File: src/rtl/run_ctrl.sv
// run_ctrl: run/step/halt execution controller for a small CPU core.
// Drives the execute enable (cpu_en), accepts RUN / STEP / HALT / CLRCNT
// commands, counts retired cycles and, when built with the macro
// RUN_CTRL_BKPT_EN, stops on a single PC breakpoint.
// Without RUN_CTRL_BKPT_EN the breakpoint inputs are ignored and bkpt_hit is 0.
module run_ctrl #(
  parameter int CNT_W  = 32,
  parameter int STEP_W = 8
) (
  input  logic              clk,
  input  logic              clr,
  input  logic              cmd_valid,
  input  logic [1:0]        cmd_code,
  input  logic [STEP_W-1:0] cmd_arg,
  output logic              cmd_ready,
  input  logic [31:0]       pc,
  input  logic              bkpt_valid,
  input  logic [31:0]       bkpt_addr,
  output logic              cpu_en,
  output logic [1:0]        state,
  output logic              step_done,
  output logic              bkpt_hit,
  output logic [CNT_W-1:0]  retire_cnt
);

  typedef enum logic [1:0] {
    S_IDLE = 2'b00,
    S_RUN  = 2'b01,
    S_STEP = 2'b10,
    S_HALT = 2'b11
  } state_t;

  localparam logic [1:0] CMD_CLRCNT = 2'b00;
  localparam logic [1:0] CMD_RUN    = 2'b01;
  localparam logic [1:0] CMD_STEP   = 2'b10;
  localparam logic [1:0] CMD_HALT   = 2'b11;

  state_t             state_q, state_d;
  logic [STEP_W-1:0]  step_q, step_d;
  logic [CNT_W-1:0]   retire_q, retire_d;
  logic               done_q, done_d;

  logic cmd_acc;
  logic go_acc;      // accepted RUN or STEP: restarts execution
  logic active;
  logic bkpt_stop;

  assign cmd_ready = (state_q != S_STEP);
  assign cmd_acc   = cmd_valid && cmd_ready;
  assign go_acc    = cmd_acc && ((cmd_code == CMD_RUN) || (cmd_code == CMD_STEP));
  assign active    = (state_q == S_RUN) || (state_q == S_STEP);

`ifdef RUN_CTRL_BKPT_EN
  logic skip_q, skip_d;
  logic hit_q, hit_d;

  // The cycle right after a RUN/STEP acceptance ignores a match so the core
  // can step off the instruction it stopped on.
  assign bkpt_stop = active && bkpt_valid && (pc == bkpt_addr) && !skip_q;
  assign bkpt_hit  = hit_q;

  // Sticky hit flag: set by a stop, cleared by the next accepted RUN/STEP.
  always_comb begin
    hit_d  = hit_q;
    skip_d = go_acc;
    if (bkpt_stop) hit_d = 1'b1;
    if (go_acc)    hit_d = 1'b0;
  end

  // Breakpoint bookkeeping registers.
  always_ff @(posedge clk or negedge clr) begin
    if (!clr) begin
      hit_q  <= 1'b0;
      skip_q <= 1'b0;
    end else begin
      hit_q  <= hit_d;
      skip_q <= skip_d;
    end
  end
`else
  logic unused_bkpt;

  assign bkpt_stop   = 1'b0;
  assign bkpt_hit    = 1'b0;
  assign unused_bkpt = ^{bkpt_valid, bkpt_addr, pc};
`endif

  assign cpu_en     = active && !bkpt_stop;
  assign state      = state_q;
  assign step_done  = done_q;
  assign retire_cnt = retire_q;

  // Next-state, step countdown and retire counter.
  always_comb begin
    state_d  = state_q;
    step_d   = step_q;
    done_d   = 1'b0;
    retire_d = retire_q;

    if (cpu_en) retire_d = retire_q + CNT_W'(1);

    if ((state_q == S_STEP) && cpu_en) begin
      step_d = step_q - STEP_W'(1);
      if (step_q == STEP_W'(1)) begin
        state_d = S_HALT;
        done_d  = 1'b1;
      end
    end

    if (bkpt_stop) state_d = S_HALT;

    if (cmd_acc) begin
      case (cmd_code)
        CMD_CLRCNT: retire_d = '0;
        CMD_RUN:    state_d  = S_RUN;
        CMD_STEP: begin
          state_d = S_STEP;
          step_d  = (cmd_arg == '0) ? STEP_W'(1) : cmd_arg;
        end
        CMD_HALT:   state_d  = S_HALT;
        default:    state_d  = state_q;
      endcase
    end
  end

  // State and counter registers; reset aborts any run or step in progress.
  always_ff @(posedge clk or negedge clr) begin
    if (!clr) begin
      state_q  <= S_IDLE;
      step_q   <= '0;
      retire_q <= '0;
      done_q   <= 1'b0;
    end else begin
      state_q  <= state_d;
      step_q   <= step_d;
      retire_q <= retire_d;
      done_q   <= done_d;
    end
  end

endmodule

File: config.mk
export PLATFORM = sky130hd
export DESIGN_NAME = run_ctrl
export DESIGN_NICKNAME = d
export VERILOG_FILES = /design/src/rtl/run_ctrl.sv
export SDC_FILE = /design/constraint.sdc
export NUM_CORES = 1
export LEC_CHECK = 0
export CORE_UTILIZATION = 41
export CTS_BUF_LIST = sky130_fd_sc_hd__clkbuf_2
export DETAILED_ROUTE_END_ITERATION = 10
export MAX_ROUTING_LAYER = met4
export PLACE_DENSITY_LB_ADDON = 0.15
export SYNTH_ARGS = -nofsm -noshare
export SYNTH_HDL_FRONTEND = slang
export SYNTH_SLANG_ARGS = --single-unit
export TNS_END_PERCENT = 50
File: constraint.sdc
create_clock -name clk -period 2.45 [get_ports clk]
set_input_delay 0.49 -clock clk [delete_from_list [all_inputs] [get_ports clk]]
set_output_delay 0.49 -clock clk [all_outputs]
set_load 0.01 [all_outputs]
==> flow_summary_export.csv <==
group,metric,value,unit
status,status,"finished, final reports clean",
yosys,synth.area.top_cells,"dfrtp_1, o21ai_0, a21oi_1, nand2_1, xor2_1",
yosys,synth_cell_type_count,39,
clock_network,cts-hold-fix-buffers,0,
sta,rsz0062_at_grt,"false",
routing,wl,4920,um
clock_network,clkLatencyLatePin,0.41,ns
global_route,grt_pass1_vias,1912,
setup_path,reg2reg_from,"state[0]$_DFF_PN0_",
yosys,synth.yosys.seq_area_share,47.0,%
finish,drive_above_1_share,10.5,%
clock_network,cts_tree,"done",
sta,hold_viol,0,
routing,routedWlPerCell,13.4,um
yosys,synth_edf_count,0,
sta,fin_worst_skew,0.0162,ns
routing,dr_total_vias,1941,
setup_path,timing.critical_path.from,"state[0]$_DFF_PN0_",
finish,num_antenna_cells,0,
setup_path,endpoint_kind,"flop",
yosys,yosysMostFrequentCell,"dfrtp_1",
yosys,syn_area_per_cell,9.43,um^2
yosys,syn-cell-area,0.00229,mm^2
place,dp_hpwl,3570,um
yosys,synth_seq_cells,43,
routing,drt-vias-per-instance,5.30,
floorplanning,start_util,43.7,%
routing,first_iter_violations,144,
sta,worst_pin_slew,0.633,ns
setup_path,rr_worst_depth,6,
sta,max-slew-margin-rel,57.8,%
clock_network,clkSlewWorstSetupHoldPaths,0.21,ns
yosys,synthArstFlopShare,100,%
setup_path,critical_path_class,"flop to flop",
global_route,grt_overflow,0,
place,portBuffers,49,
run,max-cap-violations,0,
setup_path,r2r-end,"retire_cnt[29]$_DFF_PN0_",
global_route,grt_max_degree,33,
clock_network,cts_buffer_depth,2,
finish,fin_nets,377,
yosys,synth_flop_cell,"dfrtp_1",
yosys,synth_top_area_cell,"dfrtp_1",
setup_path,cp-endpoint,"retire_cnt[29]$_DFF_PN0_",
power,p_per_area,649,mW/mm^2
routing,ant_nets,0,
clock_network,clock-sinks,43,
routing,drc,0,
floorplanning,core_area,0.00524,mm^2
sta,holdWs,0.0565,ns
sta,final_max_slew_viol_count,0,
global_route,grt_usage,18.9,%
sta,fmax,448,MHz
routing,drt_pass1_iterations,4,
power,p_leak,1.16,nW
sta,setup_violations,0,
global_route,grt_pass1_wl,8630,um
clock_network,htreeDepth,2,
sta,period_needed,2.23,ns
setup_path,startpoint_type,"flop",
setup_path,cp.arrival,2.58,ns
yosys,yosys_warnings,0,
finish,area_growth,27.6,%
global_route,antenna_found_initial,0,
setup_path,crit_fanout,5,
floorplanning,dieArea,0.00589,mm^2
setup_path,required,2.80,ns
yosys,syn_inst,243,
power,ir_drop,385,uV
floorplanning,die_y,76.8,um
yosys,synthTopCellsByCount,"dfrtp_1, nand2_1, o21ai_0, a21oi_1, nor2_1",
yosys,synthesis.nets,325,
place,gp_congestion,0.789,
sta,setup_tns,0,ns
floorplanning,ios,116,
sta,min_period_over_period,91.1,%
yosys,synth_top_cell_area_share,47.0,%
floorplanning,die_x,76.8,um
finish,final_core_util,55.8,%
hold_path,hp-class,"input pin to asynchronous set/reset pin",
floorplanning,fp-row-count,26,
setup_path,reg2reg_setup_slack,0.22,ns
clock_network,cts_root_buffer,"clkbuf_2",
clock_network,tritoncts.num_buffers,5,
-- layout by cell type (no fill, tap or decap), types with 3 or more instances in the layout --
cell type | synthesis | routed
clkdlybuf4s50_1 | 0 | 47
dfrtp_1 | 43 | 43
nand2_1 | 24 | 24
o21ai_0 | 21 | 21
a21oi_1 | 19 | 19
nor2_1 | 16 | 16
xor2_1 | 10 | 10
or4_1 | 10 | 10
nand4_1 | 10 | 10
xnor2_1 | 9 | 9
o31ai_1 | 9 | 9
or3_1 | 9 | 9
inv_1 | 8 | 8
buf_4 | 2 | 8
nand3_1 | 7 | 7
clkbuf_2 | 0 | 7
nor4_1 | 4 | 4
or4_4 | 3 | 3
ha_1 | 4 | 3
-- cell families after synthesis --
family | Yosys count | synth area share [%]
muxes | 1 | 0.437
AOI/OAI and AO/OA | 49 | 11.7
buffers and inverters | 20 | 3.99
DFF | 43 | 47.0
other | 1 | 0.164
and+or+nand+nor | 106 | 27.3
adders and majority gates | 4 | 2.18
xor gates and xnor gates | 19 | 7.26
-- per-stage QoR --
stage	instance area, um^2	std cells	setup WS (ns)	total power [mW]
after floorplan	2290	243	0.176	1.32
after global placement	2860	357	0.189	1.58
after detailed placement	2860	357	0.152	1.59
after CTS	2910	366	0.0126	1.91
after global routing	2920	366	0.0631	2.04
final	2920	366	0.218	1.90
-- worst max-delay path, cell delays in order, from the launching register on --
cell      delay, ns
dfrtp_1        0.42
inv_1          0.10
ha_4           0.22
nand4b_1       0.27
or4_4          0.56
or4_1          0.47
a21oi_1        0.15
-- layout make-up --
type,instances,area (um^2)
Fill cell,513,2310
Multi-Input combinational cell,180,1140
Sequential cell,43,1080
Timing Repair Buffer,57,548
Tap cell,70,87.6
Clock buffer,7,35.0
Inverter,8,30.0
Clock inverter,1,5.00
-- metal layers --
layer | wire length, um | up-vias | GRT usage, %
met4 | 104 | 0 | 7.69
met2 | 2460 | 38 | 32.1
met5 | 0 | - | -
met1 | 2210 | 917 | 21.6
li1 | - | 979 | -
met3 | 153 | 7 | 3.93
-- sequential cells by signal, indices dropped and copies added, names as in the netlist --
name,cells
state,2
step_done,1
retire_cnt,32
step_q,8
-- worst min-delay path by stage --
stage,end,slack (ns),cells after the start
global route,step_q[0]$_DFF_PN0_,0.06,1
floorplan,retire_cnt[0]$_DFF_PN0_,0.19,0
detailed placement,step_done$_DFF_PN0_,0.54,1
finish,retire_cnt[30]$_DFF_PN0_,0.06,1
global placement,state[0]$_DFF_PN0_,0.52,2
CTS,retire_cnt[30]$_DFF_PN0_,0.07,1
-- what timing repair did --
action,4_1_cts,5_1_grt
setup endpoints to repair,1,2
cloned,0,0
gates resized for setup,0,2
buffers inserted,1,0
-- report_power, final --
part | internal (mW) | switching, mW | total (mW)
Combinational | 0.345 | 0.273 | 0.618
Sequential | 0.833 | 0.146 | 0.979
Clock | 0.0780 | 0.221 | 0.299
No activity file was read; power rests on OpenSTA's default activity.
==> RTL edit 1: new RTL, same flow settings <==
The option `RUN_CTRL_BKPT_EN` is turned on by a define.
--- a/src/rtl/run_ctrl.sv
+++ b/src/rtl/run_ctrl.sv
@@ -3,6 +3,8 @@
 // commands, counts retired cycles and, when built with the macro
 // RUN_CTRL_BKPT_EN, stops on a single PC breakpoint.
 // Without RUN_CTRL_BKPT_EN the breakpoint inputs are ignored and bkpt_hit is 0.
+`define RUN_CTRL_BKPT_EN
+
 module run_ctrl #(
   parameter int CNT_W  = 32,
   parameter int STEP_W = 8
Function: changed (Yosys sat finds a counterexample within 4 cycles, from zero or initial values).
==> RTL edit 1 against the unedited design <==
Utilization is 8.1 points higher. Wire length is 63% higher. Clock skew is 0.025 ns higher. Design area is 50% higher. Clock power is 13% higher. Power is 29% higher. Area after synthesis is 29% higher. Sequential cell count is 2 higher. The flow now finishes with violations (setup timing). Count of clock-buffer cells in the layout is 2 lower. Sequential power hardly changed. Worst setup slack worse by 0.24 ns.
==> RTL edit 1: results (changes against the unedited design) <==
| Metric | Value |
|---|---|
| Status | finished, violations left (was finished, final reports clean) |
| Syn Nets | 422 (was 325) |
| Clock slew at reported path FFs | 0.27 ns (was 0.21 ns) |
| Critical R2R Launch | retire_cnt[3] (was state[0]) |
| Yosys cell types | 46 (was 39) |
| Fillcell total | 603 (was 513) |
| Adder-cell share of the synthesized area | 3.38% (was 2.18%) |
| Most frequent cells after synthesis | 45 x dfrtp_1, 30 x xnor2_1, 28 x nand2_1 (was 43 x dfrtp_1, 24 x nand2_1, 21 x o21ai_0) |
| Wire per inst | 14.2 um (was 13.4 um) |
| Failing checks | setup timing |
| Met2 wire length | 4170 um (was 2460 um) |
| Worst-skew pair later-pin latency | 0.46 ns (was 0.41 ns) |
| Crit Path Max Fanout | 2 (was 5) |
| Max reg flops | 32 (unchanged) |
| Fin nets | 553 (was 377) |
| Maximum vdd drop | 355 uV (was 385 uV) |
| Sequential area share after synthesis | 38.0% (was 47.0%) |
| Xor/xnor share of the synthesized area | 10.1% (was 7.26%) |
| Synth Area in Compound Gates | 15.5% (was 11.7%) |
| Sw Pwr | 0.000964 W (was 0.000641 W) |
| Vias in the first global route | 3,007 (was 1,912) |
| Max-slew headroom | 59.8% (was 57.8%) |
| Largest net degree at the start of global routing | 46 (was 33) |
| I/O Buffers | 115 (was 49) |
| Mux share of post-synthesis cell area | 0% (was 0.437%) |
| Total GRT Usage | 23.4% (was 18.9%) |
| Worst Setup SP | pc[2] (was state[0]) |
| Pleak | 1.73 nW (was 1.16 nW) |
| Routed metal-1 wire length | 3340 um (was 2210 um) |
| Post-DP HPWL | 6220 um (was 3570 um) |
| Met3 Routed Length | 342 um (was 153 um) |
| Place WS | -0.594 ns (was 0.152 ns) |
| Placer Congestion | 0.808 (was 0.789) |
| Vias | 3,038 (was 1,941) |
| Final setup viols | 1 (was 0) |
| Crit path DAT | 1.98 ns (was 2.58 ns) |
| Post-route setup slack | -0.0240 ns (was 0.218 ns) |
| Top cells by area in the synthesized netlist | dfrtp_1 38%, xnor2_1 8.9%, or4_1 4.8% (was dfrtp_1 47%, o21ai_0 4.6%, a21oi_1 4.2%) |
| First-pass GRT wire length | 13,600 um (was 8630 um) |
| Share of cells above drive strength 1 | 12.0% (was 10.5%) |
## RTL edit 1: kinds of logic (layout without fill, tap and decap cells)
logic type / count (synthesis) / in the layout
compound gates: 74 / 74
fa+ha+maj: 8 / 8
xor+xnor: 34 / 34
flops: 45 / 45
simple gates: 149 / 149
buf+inv: 26 / 158
## RTL edit 1: critical path, cell delays in order
cell and delay [ns]:
clkdlybuf4s50_1 0.50, xnor2_1 0.13, nand4_1 0.16, nor4_4 0.31
a31o_2 0.23, inv_2 0.05, buf_6 0.11
## RTL edit 1: power by group through the flow
stage / clock network [W] / logic, W / registers (W)
global route: 0.000386 / 0.00125 / 0.00100
finish: 0.000339 / 0.00113 / 0.000980
CTS: 0.000350 / 0.00111 / 0.000976
floorplan: 0 / 0.000575 / 0.000989
global placement: 0 / 0.00108 / 0.000987
detailed placement: 0 / 0.00111 / 0.000988
## RTL edit 1: area by class of cell
class	count	area, sq um	area share [%]
Clock buffer	5	25.0	0.570
Clock inverter	3	21.3	0.485
Inverter	12	45.0	1.03
Multi-Input combinational cell	265	1740	39.8
Sequential cell	45	1130	25.7
Tap cell	96	120	2.74
Timing Repair Buffer	138	1310	29.7
## RTL edit 1: stage by stage
| stage | setup TNS (ns) | cells | utilization [%] | area [sq um] | hold slack, ns |
|---|---|---|---|---|---|
| 6_report | -0.0240 | 564 | 63.9 | 4390 | 0.0500 |
| 5_1_grt | -0.129 | 564 | 63.9 | 4390 | 0.0570 |
| 4_1_cts | -0.0354 | 563 | 63.6 | 4370 | 0.0730 |
| 3_5_place_dp | -9.65 | 555 | 62.8 | 4310 | 0.500 |
| 3_3_place_gp | -4.50 | 555 | 62.8 | 4310 | 0.501 |
| 2_1_floorplan | 0 | 336 | - | 2970 | 0.194 |
## RTL edit 1: layer usage
layer	vias to the layer above	global-route usage (%)
met5	-	-
met3	15	4.17
met1	1426	26.9
met4	0	7.88
met2	92	41.0
li1	1505	-
## RTL edit 1: timing repair
action                                  CTS  global route
setup buffers                             0             1
endpoints found under the setup margin    1             1
pin swaps                                12             2
gates resized for setup                  21             2
## RTL edit 1: path summary, 6_finish.rpt
kind                       cells after the start              to  slack, ns
setup / recovery                               7          cpu_en      -0.02
hold / removal                                 2  retire_cnt[30]       0.05
setup reg to reg                               6  retire_cnt[22]       0.17
hold reg to reg                                2        bkpt_hit       0.54
max in group asynchronous                      2       step_q[1]       1.95
min in group clk                               2        bkpt_hit       0.54
==> RTL edit 2: new RTL, same settings <==
Made on the original files. Register the output `retire_cnt` once more, cleared by the reset; this adds one clock of latency there. The other outputs are not delayed to match.
--- a/src/rtl/run_ctrl.sv
+++ b/src/rtl/run_ctrl.sv
@@ -88,7 +88,13 @@
   assign cpu_en     = active && !bkpt_stop;
   assign state      = state_q;
   assign step_done  = done_q;
-  assign retire_cnt = retire_q;
+  always_ff @(posedge clk or negedge clr) begin
+    if (!clr) begin
+      retire_cnt <= '0;
+    end else begin
+      retire_cnt <= retire_q;
+    end
+  end
 
   // Next-state, step countdown and retire counter.
   always_comb begin
Function: changed (Yosys sat finds a counterexample within 4 cycles, from zero or initial values).
==> RTL edit 2 against the unedited design <==
Maximum frequency fell by 3.6%. Sequential cell count rose by 32. Worst setup slack got worse by 0.083 ns. Wire length rose by 22%. Power rose by 64%. Area after synthesis rose by 36%. Hold slack improved by 0.37 ns. Sequential share of layout area rose by 11 points. Design area rose by 35%.
==> RTL edit 2: results (changes against the unedited design) <==
| Metric | Value |
|---|---|
| Setup Fix Bufs, Post-CTS | 2 (was 1) |
| DP Area | 0.00375 sq mm (was 0.00286 sq mm) |
| H-tree levels | 3 (was 2) |
| Largest net degree at the start of global routing | 41 (was 33) |
| I/O Buffers | 49 (unchanged) |
| Final Non-Filler Cells | 440 (was 366) |
| Final design utilization | 54.0% (was 55.8%) |
| CTS Hold Buffers Added | 1 (was 0) |
| Total GRT Usage | 17.4% (was 18.9%) |
| Least-Margin Pin Slew | 0.759 ns (was 0.633 ns) |
| Pleak | 1.74 nW (was 1.16 nW) |
| Crit-path slowest cell | clkdlybuf4s50_1 (was or4_4) |
| Number of non-clock buffers | 59 (was 57) |
| Most frequent cells after synthesis | 75 x dfrtp_1, 25 x nand2_1, 21 x nor2_1 (was 43 x dfrtp_1, 24 x nand2_1, 21 x o21ai_0) |
| Worst-skew pair later-pin latency | 0.51 ns (was 0.41 ns) |
| Adder-cell share of the synthesized area | 1.60% (was 2.18%) |
| Place WS | 0.115 ns (was 0.152 ns) |
| Fillcell total | 696 (was 513) |
| Status | finished, final reports clean (unchanged) |
| Worst reg2reg path endpoint | retire_q[22] (was retire_cnt[29]) |
| Critical Path Max Stage Delay | 0.54 ns (was 0.56 ns) |
| Storage element area | 0.00188 sq mm (was 0.00108 sq mm) |
| Sequential area share after synthesis | 60.1% (was 47.0%) |
| Maximum vdd drop | 392 uV (was 385 uV) |
| Synth Area in Compound Gates | 5.37% (was 11.7%) |
| First-pass GRT wire length | 10,000 um (was 8630 um) |
| Hold Crit Class | flop to flop (was input pin to asynchronous set/reset pin) |
| Avg Cell Area, Syn | 11.3 sq um (was 9.43 sq um) |
| Share of cells above drive strength 1 | 11.4% (was 10.5%) |
| Post-DP HPWL | 4090 um (was 3570 um) |
| Syn Nets | 358 (was 325) |
| Cts repair resizes | 2 (was 0) |
| Largest delay share family, worst path | buffers and inverters (was simple AND/OR/NAND/NOR gates) |
| #MultiIn Comb | 183 (was 180) |
| Vias in the first global route | 2,081 (was 1,912) |
| Crit Path Max Fanout | 6 (was 5) |
| CTS Buf Count | 9 (was 5) |
| Mux share of post-synthesis cell area | 2.93% (was 0.437%) |
| FF+latch count | 75 (was 43) |
| Initial DRC count | 180 (was 144) |
| ClkCell Share | 4.07% (was 1.37%) |
| Internal power | 0.00221 W (was 0.00126 W) |
| Vias | 2,270 (was 1,941) |
| Multi-input combinational area share | 29.7% (was 39.0%) |
| Crit path DAT | 1.82 ns (was 2.58 ns) |
| Reg2Reg Setup Slack | 0.14 ns (was 0.22 ns) |
| Non-clk buf share | 14.6% (was 18.8%) |
| Placed Cells | 421 (was 357) |
| Top cells by area in the synthesized netlist | dfrtp_1 60%, xnor2_1 3.1%, nand2_1 3.0% (was dfrtp_1 47%, o21ai_0 4.6%, a21oi_1 4.2%) |
| Clock Skew | 0.0238 ns (was 0.0162 ns) |
| Fin Hold WS | 0.431 ns (was 0.0565 ns) |
| Placer Congestion | 0.824 (was 0.789) |
| Synth Instances | 276 (was 243) |
RTL edit 2: how the worst max path moves through the flow:
stage              endpoint  slack, ns  cells past startpoint
2_1_floorplan  retire_q[22]       0.11                      8
3_3_place_gp   retire_q[22]       0.15                      6
3_5_place_dp   retire_q[22]       0.12                      6
4_1_cts           cmd_ready       0.02                      4
5_1_grt           cmd_ready       0.01                      4
6_report          cmd_ready       0.14                      4
RTL edit 2: power by group through the flow:
stage	Clock (W)	Sequential, W	Combinational, W
6_report	0.000880	0.00158	0.000661
5_1_grt	0.000956	0.00161	0.000739
4_1_cts	0.000904	0.00158	0.000668
3_5_place_dp	0	0.00160	0.000654
3_3_place_gp	0	0.00160	0.000639
2_1_floorplan	0	0.00160	0.000363
RTL edit 2: routing by layer:
metal  track usage, %  vias up  wire length [um]  part of all wire [%]
met1             23.4     1130              2910                    48
met4             8.66        0               121                   2.0
met3             3.32        9               210                   3.5
met2             25.4       42              2780                    46
met5                -        -                 0                     0
li1                 -     1089                 -                     -
